$ cat config.mk
export PLATFORM = sky130hd
export DESIGN_NAME = fifo_dpram_ctrl
export DESIGN_NICKNAME = d
export VERILOG_FILES = /design/src/rtl/fifo_dpram_ctrl_pkg.sv /design/src/rtl/fifo_dpram_ctrl_ptr.sv /design/src/rtl/fifo_dpram_ctrl.sv
export SDC_FILE = /design/constraint.sdc
export NUM_CORES = 1
export LEC_CHECK = 0
export CAP_MARGIN = 25
export CORE_UTILIZATION = 42
export CTS_BUF_LIST = sky130_fd_sc_hd__clkbuf_16
export DETAILED_ROUTE_END_ITERATION = 8
export GPL_ROUTABILITY_DRIVEN = 0
export MAX_ROUTING_LAYER = met4
export PLACE_DENSITY_LB_ADDON = 0.25
export SETUP_SLACK_MARGIN = 0.4
export SYNTH_ARGS = -nofsm -noshare
export SYNTH_HDL_FRONTEND = slang
export SYNTH_SLANG_ARGS = --single-unit
$ cat constraint.sdc
create_clock -name clk_i -period 7 [get_ports clk_i]
set_clock_uncertainty 0.1 [all_clocks]
set_input_delay 2.1 -clock clk_i [delete_from_list [all_inputs] [get_ports clk_i]]
set_output_delay 2.1 -clock clk_i [all_outputs]
set_load 0.03 [all_outputs]
$ cat src/rtl/fifo_dpram_ctrl_pkg.sv
// Shared defaults for the dual-port-RAM FIFO controller.
package fifo_defs;

  localparam int unsigned DEFAULT_DW        = 16;
  localparam int unsigned DEFAULT_AW        = 6;
  localparam int unsigned DEFAULT_AF_THRESH = 60;
  localparam int unsigned DEPTH             = 1 << DEFAULT_AW;

endpackage

$ cat src/rtl/fifo_dpram_ctrl_ptr.sv
// Wrap pointer: AW address bits plus one wrap bit, incremented on inc_i.
module fifo_ptr
  import fifo_defs::*;
#(
  parameter int unsigned AW = DEFAULT_AW
) (
  input  logic        clk_i,
  input  logic        rst_i,
  input  logic        inc_i,
  output logic [AW:0] ptr_o
);

  logic [AW:0] ptr_q, ptr_d;

  always_comb begin
    ptr_d = ptr_q;
    if (inc_i) ptr_d = ptr_q + 1'b1;
  end

  always_ff @(posedge clk_i or posedge rst_i) begin
    if (rst_i) ptr_q <= '0;
    else       ptr_q <= ptr_d;
  end

  assign ptr_o = ptr_q;

endmodule

$ cat src/rtl/fifo_dpram_ctrl.sv
// FIFO controller for an external dual-port RAM: pointers, flags, occupancy, push/pop gating.
module fifo_dpram_ctrl
  import fifo_defs::*;
#(
  parameter int unsigned DW        = DEFAULT_DW,
  parameter int unsigned AW        = DEFAULT_AW,
  parameter int unsigned AF_THRESH = DEFAULT_AF_THRESH
) (
  input  logic          clk_i,
  input  logic          rst_i,
  input  logic          wr_en_i,
  input  logic [DW-1:0] wr_data_i,
  output logic          full_o,
  output logic          almost_full_o,
  output logic          overflow_o,
  input  logic          rd_en_i,
  output logic [DW-1:0] rd_data_o,
  output logic          rd_valid_o,
  output logic          empty_o,
  output logic          underflow_o,
  output logic [AW:0]   count_o,
  output logic          ram_ena_o,
  output logic          ram_wea_o,
  output logic [AW-1:0] ram_addra_o,
  output logic [DW-1:0] ram_dia_o,
  output logic          ram_enb_o,
  output logic [AW-1:0] ram_addrb_o,
  input  logic [DW-1:0] ram_dob_i
);

  localparam logic [AW:0] AfThr = (AW + 1)'(AF_THRESH);

  logic [AW:0] wr_ptr, rd_ptr;
  logic [AW:0] count_q, count_d;
  logic        rd_valid_q, overflow_q, underflow_q;
  logic        full, empty, wr_acc, rd_acc;

  // Flags depend on registered pointers only, never on this cycle's requests.
  assign empty = (wr_ptr == rd_ptr);
  assign full  = (wr_ptr[AW] != rd_ptr[AW]) && (wr_ptr[AW-1:0] == rd_ptr[AW-1:0]);

  // Gating with rst_i keeps both RAM ports idle for the whole reset interval.
  assign wr_acc = wr_en_i & ~full & ~rst_i;
  assign rd_acc = rd_en_i & ~empty & ~rst_i;

  fifo_ptr #(.AW(AW)) u_wr_ptr (
    .clk_i (clk_i),
    .rst_i (rst_i),
    .inc_i (wr_acc),
    .ptr_o (wr_ptr)
  );

  fifo_ptr #(.AW(AW)) u_rd_ptr (
    .clk_i (clk_i),
    .rst_i (rst_i),
    .inc_i (rd_acc),
    .ptr_o (rd_ptr)
  );

  always_comb begin
    count_d = count_q;
    unique case ({wr_acc, rd_acc})
      2'b10:   count_d = count_q + 1'b1;
      2'b01:   count_d = count_q - 1'b1;
      default: count_d = count_q;
    endcase
  end

  always_ff @(posedge clk_i or posedge rst_i) begin
    if (rst_i) begin
      count_q     <= '0;
      rd_valid_q  <= 1'b0;
      overflow_q  <= 1'b0;
      underflow_q <= 1'b0;
    end else begin
      count_q     <= count_d;
      rd_valid_q  <= rd_acc;
      overflow_q  <= wr_en_i & full;
      underflow_q <= rd_en_i & empty;
    end
  end

  assign full_o        = full;
  assign empty_o       = empty;
  assign almost_full_o = (count_q >= AfThr);
  assign overflow_o    = overflow_q;
  assign underflow_o   = underflow_q;
  assign count_o       = count_q;
  assign rd_valid_o    = rd_valid_q;

  assign ram_ena_o   = wr_acc;
  assign ram_wea_o   = wr_acc;
  assign ram_addra_o = wr_ptr[AW-1:0];
  assign ram_dia_o   = wr_data_i;
  assign ram_enb_o   = rd_acc;
  assign ram_addrb_o = rd_ptr[AW-1:0];

  // Port B holds its address while ram_enb_o is low, so the data stays stable.
  assign rd_data_o = ram_dob_i;

endmodule

==> results.cfg, run 1 <==
[route]
routed_wl_mm = 3.40
initialDrtViolationCount = 60
post-route-drc-count = 0
wl_per_cell_um = 15.9
drtPass1Iterations = 4
drt.antenna.violating_nets = 0
via_per_inst = 5.50
num_vias = 1177

[critical_path]
crit_arrival_ps = 4000
path_max_fanout = 6
start_kind = primary input
slowest_delay_ps = 670
cp_slowest_cell = clkdlybuf4s50_1
cpMostUsedCell = clkdlybuf4s50_1
endpoint_kind = output pin
crit_chain = clkdlybuf4s50_1, nor2b_1, o21ai_2, inv_1, clkdlybuf4s50_1
required_ps = 4800
critPathKind = in2out

[clock_network]
root_buffer = clkbuf_16
cts-buffers-inserted = 3
clkSinkCount = 24
cts_hold_buf = 0
insertion_delay_ps = 260
postCtsSetupRepairBufs = 0
cts_tree = done
clk_pin_slew_ps = 60
ctsResizeCount = 0
clk_path_buf_depth = 2
htree_num_levels = 1

[floorplan]
die_x_um = 67.1
pin_count = 96
die_h_um = 67.1
rows = 23
initial_core_util_pct = 44.2
dieArea_um2 = 4500
core_area_um2 = 4030

[cells_and_area]
multi_input_area_um2 = 810
regArea_um2 = 601
fin_nets = 210
fillCellCount = 371
drive_gt1_share_pct = 10.4
area_delta_synth_final_pct = 7.45
n_antenna_cell = 0

[synthesis]
syn_area_um2 = 1780
yosysMostFrequentCell = buf_4
yosys_most_used_dff = dfrtp_1
synth_top_area_share_pct = 33.8
synth-seq-cells = 24
ys_warn_count = 0
avgSynthCellArea_um2 = 10.2
yosys-top-cells-area = dfrtp_1 (34%), buf_4 (19%), xnor2_1 (8.9%), ha_1 (5.6%), o211ai_2 (2.1%)
netlist_instances = 175
synth_edf_count = 0
yosys.area.top_type = dfrtp_1
synth_nets = 220
synthArstFlopShare_pct = 100
ys_top_cells_by_count = buf_4 (45), dfrtp_1 (24), xnor2_1 (18)
yosysUniqueCellTypes = 45
ys_seq_area_share_pct = 33.8

[timing]
holdWs_ps = 391
worst_pin_slew_ps = 511
timing.final.ws_setup_ps = 796
slew_viol_final = 0
tns_ps = 0
hold_violations = 0
rsz0062_at_grt = false
period_needed_ps = 6200
slew_headroom_pct = 65.9
report.final.setup_viol = 0
fmax_mhz = 161
post-route-period-util_pct = 88.6

[placed_design]
place_hpwl_mm = 2.52
pre_cts_ws_ps = 808
port_buffers = 31

[hold_path]
hold_path_class = reg2reg

[power_and_ir_drop]
power_density_nw_per_um2 = 483
ir_drop_mv = 0.214
power_uw = 924
p_leak_nw = 0.832

[global_routing]
overflow = 0
grt_pass1_vias = 1177
grt_usage_pct = 17.2
grt_pass1_wl_mm = 5.66
grt_max_degree = 25
antenna_found_initial = 0

[run_status]
status = completed

[flow_run]
max-cap-violations = 0
==> layout by cell type (no fill, tap or decap), types with 3 or more instances in the layout <==
cell type	Yosys	routed
clkdlybuf4s50_1	0	31
dfrtp_1	24	24
xnor2_1	18	18
ha_1	8	8
nor2_1	6	6
inv_1	5	5
o21ai_1	4	4
nand2_1	4	4
nor2b_1	3	3
and4_1	3	3
o211ai_2	3	3
xor2_1	3	3
o21ai_0	3	3
a21o_1	3	3
a21oi_1	3	3
clkbuf_16	0	3
==> path summary, 6_finish.rpt <==
check	from	slack [ps]	cells past startpoint	endpoint
setup / recovery	rst_i	800	5	ram_ena_o
hold / removal	u_rd_ptr.ptr_o[6]$_DFFE_PP0P_	390	1	u_rd_ptr.ptr_o[6]$_DFFE_PP0P_
setup reg to reg	u_rd_ptr.ptr_o[4]$_DFFE_PP0P_	3690	10	count_o[6]$_DFFE_PP0P_
hold reg to reg	u_rd_ptr.ptr_o[6]$_DFFE_PP0P_	390	1	u_rd_ptr.ptr_o[6]$_DFFE_PP0P_
max in group asynchronous	rst_i	4420	3	u_rd_ptr.ptr_o[0]$_DFFE_PP0P_
min in group asynchronous	rst_i	2030	2	u_rd_ptr.ptr_o[5]$_DFFE_PP0P_
==> layout make-up <==
class	count	share of cell area, %
well taps	50	3.27
clock buffers	3	3.93
multi-input cells	98	42.3
repair buffers	32	17.7
clock inverters	1	0.196
flip-flops and latches	24	31.4
inverters	6	1.18
==> registers in the layout (all words and copies together), names as in the netlist <==
register        flops
count_o             7
u_wr_ptr.ptr_o      7
underflow_o         1
rd_valid_o          1
overflow_o          1
u_rd_ptr.ptr_o      7
==> cells by family after synthesis <==
group	synth area share, %
compound gates	12.2
xor+xnor	12.2
fa+ha+maj	6.75
buf+inv	20.7
flops	33.8
mux	1.83
simple gates	12.5
==> power breakdown <==
group | internal, mW | leakage, nW | switching [mW]
clock network | 0.0765 | 0.0385 | 0.0504
logic | 0.224 | 0.491 | 0.302
registers | 0.193 | 0.302 | 0.0780
total | 0.494 | 0.832 | 0.430
==> per-stage QoR <==
stage | std cells | area [um2] | utilization [%]
detailed placement | 209 | 1810 | 44.8
finish | 214 | 1910 | 47.5
floorplan | 175 | 1780 | -
CTS | 213 | 1880 | 46.8
global placement | 209 | 1810 | 44.8
global route | 214 | 1910 | 47.5
==> metal layers <==
layer	part of all wire, %	GRT usage [%]	wire length [um]
met5	0	-	0
met3	8.0	5.99	272
met1	40	18.8	1370
met4	2.6	6.12	89
met2	49	28.6	1660
==> worst max-delay path: cells and delay by family <==
kind	cells	cell delay [ps]
buf+inv	3	1250
simple gates	1	440
compound gates	1	200
No activity file was read; power rests on OpenSTA's default activity.
==> inputs of run 2 (changes only) <==
- REMOVE_ABC_BUFFERS: default -> 1
==> run 2 against run 1 <==
Effect of this change:
- via count shrank 0.51%
- non-clock buffer count stayed put
- critical path depth unchanged
- count of clock-buffer cells in the layout stayed put
- cell count is the same
- largest power group unchanged
- critical path type unchanged
- setup slack improved by 28 ps
- total power grew 3.5%
==> results.cfg, run 2 (synthesis results as in run 1) <==
[cells_and_area]
fin_nets = 210
n_antenna_cell = 0
area_delta_synth_final_pct = 8.93
mostFrequentLayoutCell = clkdlybuf4s50_1
final_cell_mix = clkdlybuf4s50_1 (31), dfrtp_1 (24), xnor2_1 (18)
drive_gt1_share_pct = 11.0

[power_and_ir_drop]
power_switching_uw = 426
power_uw = 956
clockPowerShare_pct = 17.0
p_leak_nw = 0.844
p_int_uw = 531
p_comb_share_pct = 54.4
power_density_nw_per_um2 = 493
ir_drop_mv = 0.206
seq_power_share_pct = 28.6
p_sw_share_pct = 44.5

[critical_path]
critPathKind = in2out
endpoint_kind = output pin
required_ps = 4800
path_max_fanout = 6
crit_arrival_ps = 3980
start_kind = primary input

[floorplan]
die_x_um = 67.1
pin_count = 96
core_area_um2 = 4030
dieArea_um2 = 4500
initial_core_util_pct = 44.2
die_h_um = 67.1
rows = 23

[route]
post-route-drc-count = 0
via_per_inst = 5.47
drt.antenna.violating_nets = 0
wl_per_cell_um = 19.4
drtPass1Iterations = 4
num_vias = 1171
routed_wl_mm = 4.15
initialDrtViolationCount = 55

[global_routing]
grt_max_degree = 25
antenna_found_initial = 0
grt_pass1_wl_mm = 6.25
grt_usage_pct = 20.4
grt_pass1_vias = 1129
overflow = 0

[timing]
slew_headroom_pct = 65.2
tns_ps = 0
slew_viol_final = 0
post-route-period-util_pct = 88.2
hold_violations = 0
worst_pin_slew_ps = 521
period_needed_ps = 6180
report.final.setup_viol = 0
rsz0062_at_grt = false
fmax_mhz = 162

[clock_network]
ctsResizeCount = 0
cts_hold_buf = 0
clkSinkCount = 24
postCtsSetupRepairBufs = 0
root_buffer = clkbuf_16
clk_path_buf_depth = 2
clk_pin_slew_ps = 60
htree_num_levels = 1
cts-buffers-inserted = 3
cts_tree = done
insertion_delay_ps = 260

[run_status]
status = completed

[flow_run]
max-cap-violations = 0

[placed_design]
port_buffers = 31
place_hpwl_mm = 3.16

[hold_path]
hold_path_class = reg2reg
## run 2: cell count changes in the layout (fill, tap and decap cells not counted)
cell       delta
bufinv_16     +1
clkinv_1      -1
## run 2: through the flow
step | worst slack (ps) | instance area, um2 | util (%) | hold slack, ps | cells
4_1_cts | 827 | 1910 | 47.4 | 401 | 213
6_report | 824 | 1940 | 48.1 | 393 | 214
2_1_floorplan | 1790 | 1430 | - | 366 | 128
3_3_place_gp | 836 | 1810 | 44.8 | 388 | 209
5_1_grt | 746 | 1940 | 48.1 | 419 | 214
3_5_place_dp | 823 | 1810 | 44.8 | 389 | 209
## run 2: routing by layer
layer / share of wire (%) / up-vias / track usage (%) / wire length (um)
li1: - / 536 / - / -
met1: 45 / 554 / 26.3 / 1870
met2: 40 / 79 / 25.1 / 1640
met3: 15 / 2 / 15.2 / 618
met4: 0.39 / 0 / 3.19 / 16
met5: 0 / - / - / 0
## run 2: critical path, cell delays in order
cell	delay (ps)
clkdlybuf4s50_1	460
nor2b_1	450
o21ai_2	190
inv_1	110
clkdlybuf4s50_1	670
## run 2: final timing paths
kind / startpoint / end / slack (ps) / depth (start not counted)
setup / recovery: rst_i / ram_wea_o / 820 / 5
hold / removal: u_wr_ptr.ptr_o[6]$_DFFE_PP0P_ / u_wr_ptr.ptr_o[6]$_DFFE_PP0P_ / 390 / 1
setup reg to reg: u_rd_ptr.ptr_o[1]$_DFFE_PP0P_ / count_o[6]$_DFFE_PP0P_ / 3700 / 10
hold reg to reg: u_wr_ptr.ptr_o[6]$_DFFE_PP0P_ / u_wr_ptr.ptr_o[6]$_DFFE_PP0P_ / 390 / 1
max in group asynchronous: rst_i / count_o[1]$_DFFE_PP0P_ / 4290 / 3
min in group asynchronous: rst_i / u_wr_ptr.ptr_o[2]$_DFFE_PP0P_ / 2100 / 2
## run 2: final cells by class
type / instances / area [um2]
Clock buffer: 3 / 75.1
Clock inverter: 1 / 30.0
Fill cell: 391 / 2090
Inverter: 6 / 22.5
Multi-Input combinational cell: 98 / 810
Sequential cell: 24 / 601
Tap cell: 50 / 62.6
Timing Repair Buffer: 32 / 338
## run 2: power by group through the flow
stage,Clock (mW),Combinational (mW),Sequential (mW)
3_3_place_gp,0,0.513,0.275
5_1_grt,0.173,0.563,0.284
2_1_floorplan,0,0.251,0.363
4_1_cts,0.167,0.522,0.274
6_report,0.163,0.520,0.273
3_5_place_dp,0,0.520,0.275
==> inputs of run 3 (changes only) <==
- PLACE_DENSITY: default -> 0.86
- PLACE_DENSITY_LB_ADDON: 0.25 -> default
- TNS_END_PERCENT: default -> 50
==> run 3 against run 2 <==
Effect of this change:
- via count up 2.0%
- critical path type unchanged
- core utilization increased by 0.19 points
- sequential share of layout area shrank 0.12 points
- critical endpoint is now ram_enb_o
==> results.cfg, run 3 (synthesis results as in run 1) <==
[power_and_ir_drop]
p_comb_share_pct = 54.7
power_density_nw_per_um2 = 493
clockPowerShare_pct = 17.0
p_leak_nw = 0.849
p_int_uw = 531
power_switching_uw = 429
p_sw_share_pct = 44.7
ir_drop_mv = 0.284
seq_power_share_pct = 28.3

[clock_network]
insertion_delay_ps = 260
clk_pin_slew_ps = 60
cts-buffers-inserted = 3
cts_hold_buf = 0
clkSinkCount = 24
postCtsSetupRepairBufs = 0
htree_num_levels = 1
cts_tree = done
clk_path_buf_depth = 2
root_buffer = clkbuf_16
ctsResizeCount = 0

[critical_path]
start_kind = primary input
endpoint_kind = output pin
cpMostUsedCell = clkdlybuf4s50_1
critPathKind = in2out
required_ps = 4800
crit_family = buffers and inverters
path_max_fanout = 4
crit_chain = clkdlybuf4s50_1, nor2b_1, o21ai_2, inv_1, clkdlybuf4s50_1
slowest_delay_ps = 680
worst-path-buf-inv = 3
cp_slowest_cell = clkdlybuf4s50_1
crit_arrival_ps = 3800

[run_status]
status = completed

[route]
drtPass1Iterations = 4
num_vias = 1195
drt.antenna.violating_nets = 0
via_per_inst = 5.56
initialDrtViolationCount = 43
routed_wl_mm = 4.28
post-route-drc-count = 0
wl_per_cell_um = 19.9

[hold_path]
hold_path_class = reg2reg

[floorplan]
rows = 23
dieArea_um2 = 4500
core_area_um2 = 4030
initial_core_util_pct = 44.2
pin_count = 96
die_h_um = 67.1
die_x_um = 67.1

[timing]
report.final.setup_viol = 0
worst_pin_slew_ps = 484
hold_violations = 0
fmax_mhz = 167
rsz0062_at_grt = false
slew_headroom_pct = 67.7
period_needed_ps = 6000
slew_viol_final = 0
post-route-period-util_pct = 85.8
tns_ps = 0

[global_routing]
grt_pass1_vias = 1174
antenna_found_initial = 0
grt_pass1_wl_mm = 6.67
grt_usage_pct = 21.6
overflow = 0
grt_max_degree = 25

[cells_and_area]
fin_nets = 211
drive_gt1_share_pct = 11.5
final_cell_mix = clkdlybuf4s50_1 (31), dfrtp_1 (24), xnor2_1 (18)
fin_area_um2 = 1950
fillCellCount = 365
mostFrequentLayoutCell = clkdlybuf4s50_1
n_antenna_cell = 0
area_delta_synth_final_pct = 9.35

[placed_design]
port_buffers = 31
place_hpwl_mm = 3.10
post_dp_cell_area_um2 = 1810

[flow_run]
max-cap-violations = 0
[run 3: worst paths after layout]
kind                                                  to  depth (start not counted)                     startpoint  slack (ps)
max                                            ram_enb_o                          5                        rd_en_i        1000
min                        u_wr_ptr.ptr_o[6]$_DFFE_PP0P_                          1  u_wr_ptr.ptr_o[6]$_DFFE_PP0P_         400
max reg2reg                       count_o[6]$_DFFE_PP0P_                         10  u_rd_ptr.ptr_o[4]$_DFFE_PP0P_        3700
min reg2reg                u_wr_ptr.ptr_o[6]$_DFFE_PP0P_                          1  u_wr_ptr.ptr_o[6]$_DFFE_PP0P_         400
max in group asynchronous         count_o[1]$_DFFE_PP0P_                          3                          rst_i        4370
min in group asynchronous          underflow_o$_DFF_PP0_                          2                          rst_i        2050
[run 3: power by group through the flow]
stage                     Combinational (mW)  Clock (mW)  Sequential [mW]
after global routing                   0.565       0.174            0.285
after floorplan                        0.251           0            0.363
after CTS                              0.525       0.167            0.274
final                                  0.524       0.163            0.272
after global placement                 0.512           0            0.273
after detailed placement               0.519           0            0.275
[run 3: metrics by stage]
step           cells  util, %  total power, mW  hold WS [ps]  setup slack [ps]
5_1_grt          215     48.3             1.02           406               924
6_report         215     48.3            0.959           395               995
2_1_floorplan    128        -            0.614           366              1790
3_3_place_gp     210     45.0            0.785           383              1000
3_5_place_dp     210     45.0            0.794           382              1020
4_1_cts          214     47.6            0.965           395              1010
[run 3: per-layer routing]
| layer | vias to the layer above | GRT usage [%] | wire length [um] |
|---|---|---|---|
| li1 | 541 | - | - |
| met1 | 570 | 26.6 | 1910 |
| met2 | 82 | 27.6 | 1710 |
| met3 | 2 | 17.6 | 654 |
| met4 | 0 | 2.39 | 12 |
| met5 | - | - | 0 |
[run 3: layout make-up]
cell class                 count  area, um2  area share [%]
clock buffer                   3       75.1            3.86
multi-input combinational     98        810            41.6
tap                           50       62.6            3.22
inverter                       6       22.5            1.16
sequential                    24        601            30.9
timing repair buffer          33        345            17.7
clock inverter                 1       30.0            1.54
[run 3: worst reg2reg max path, cell delays in order, from the launching register on]
cell      delay, ps
dfrtp_1         450
xnor2_1         220
nand4_2         380
o21ai_2         370
ha_1            430
inv_2            80
fa_1            410
nor2b_1         240
o21a_1          200
o211ai_1        130
xor2_1          170
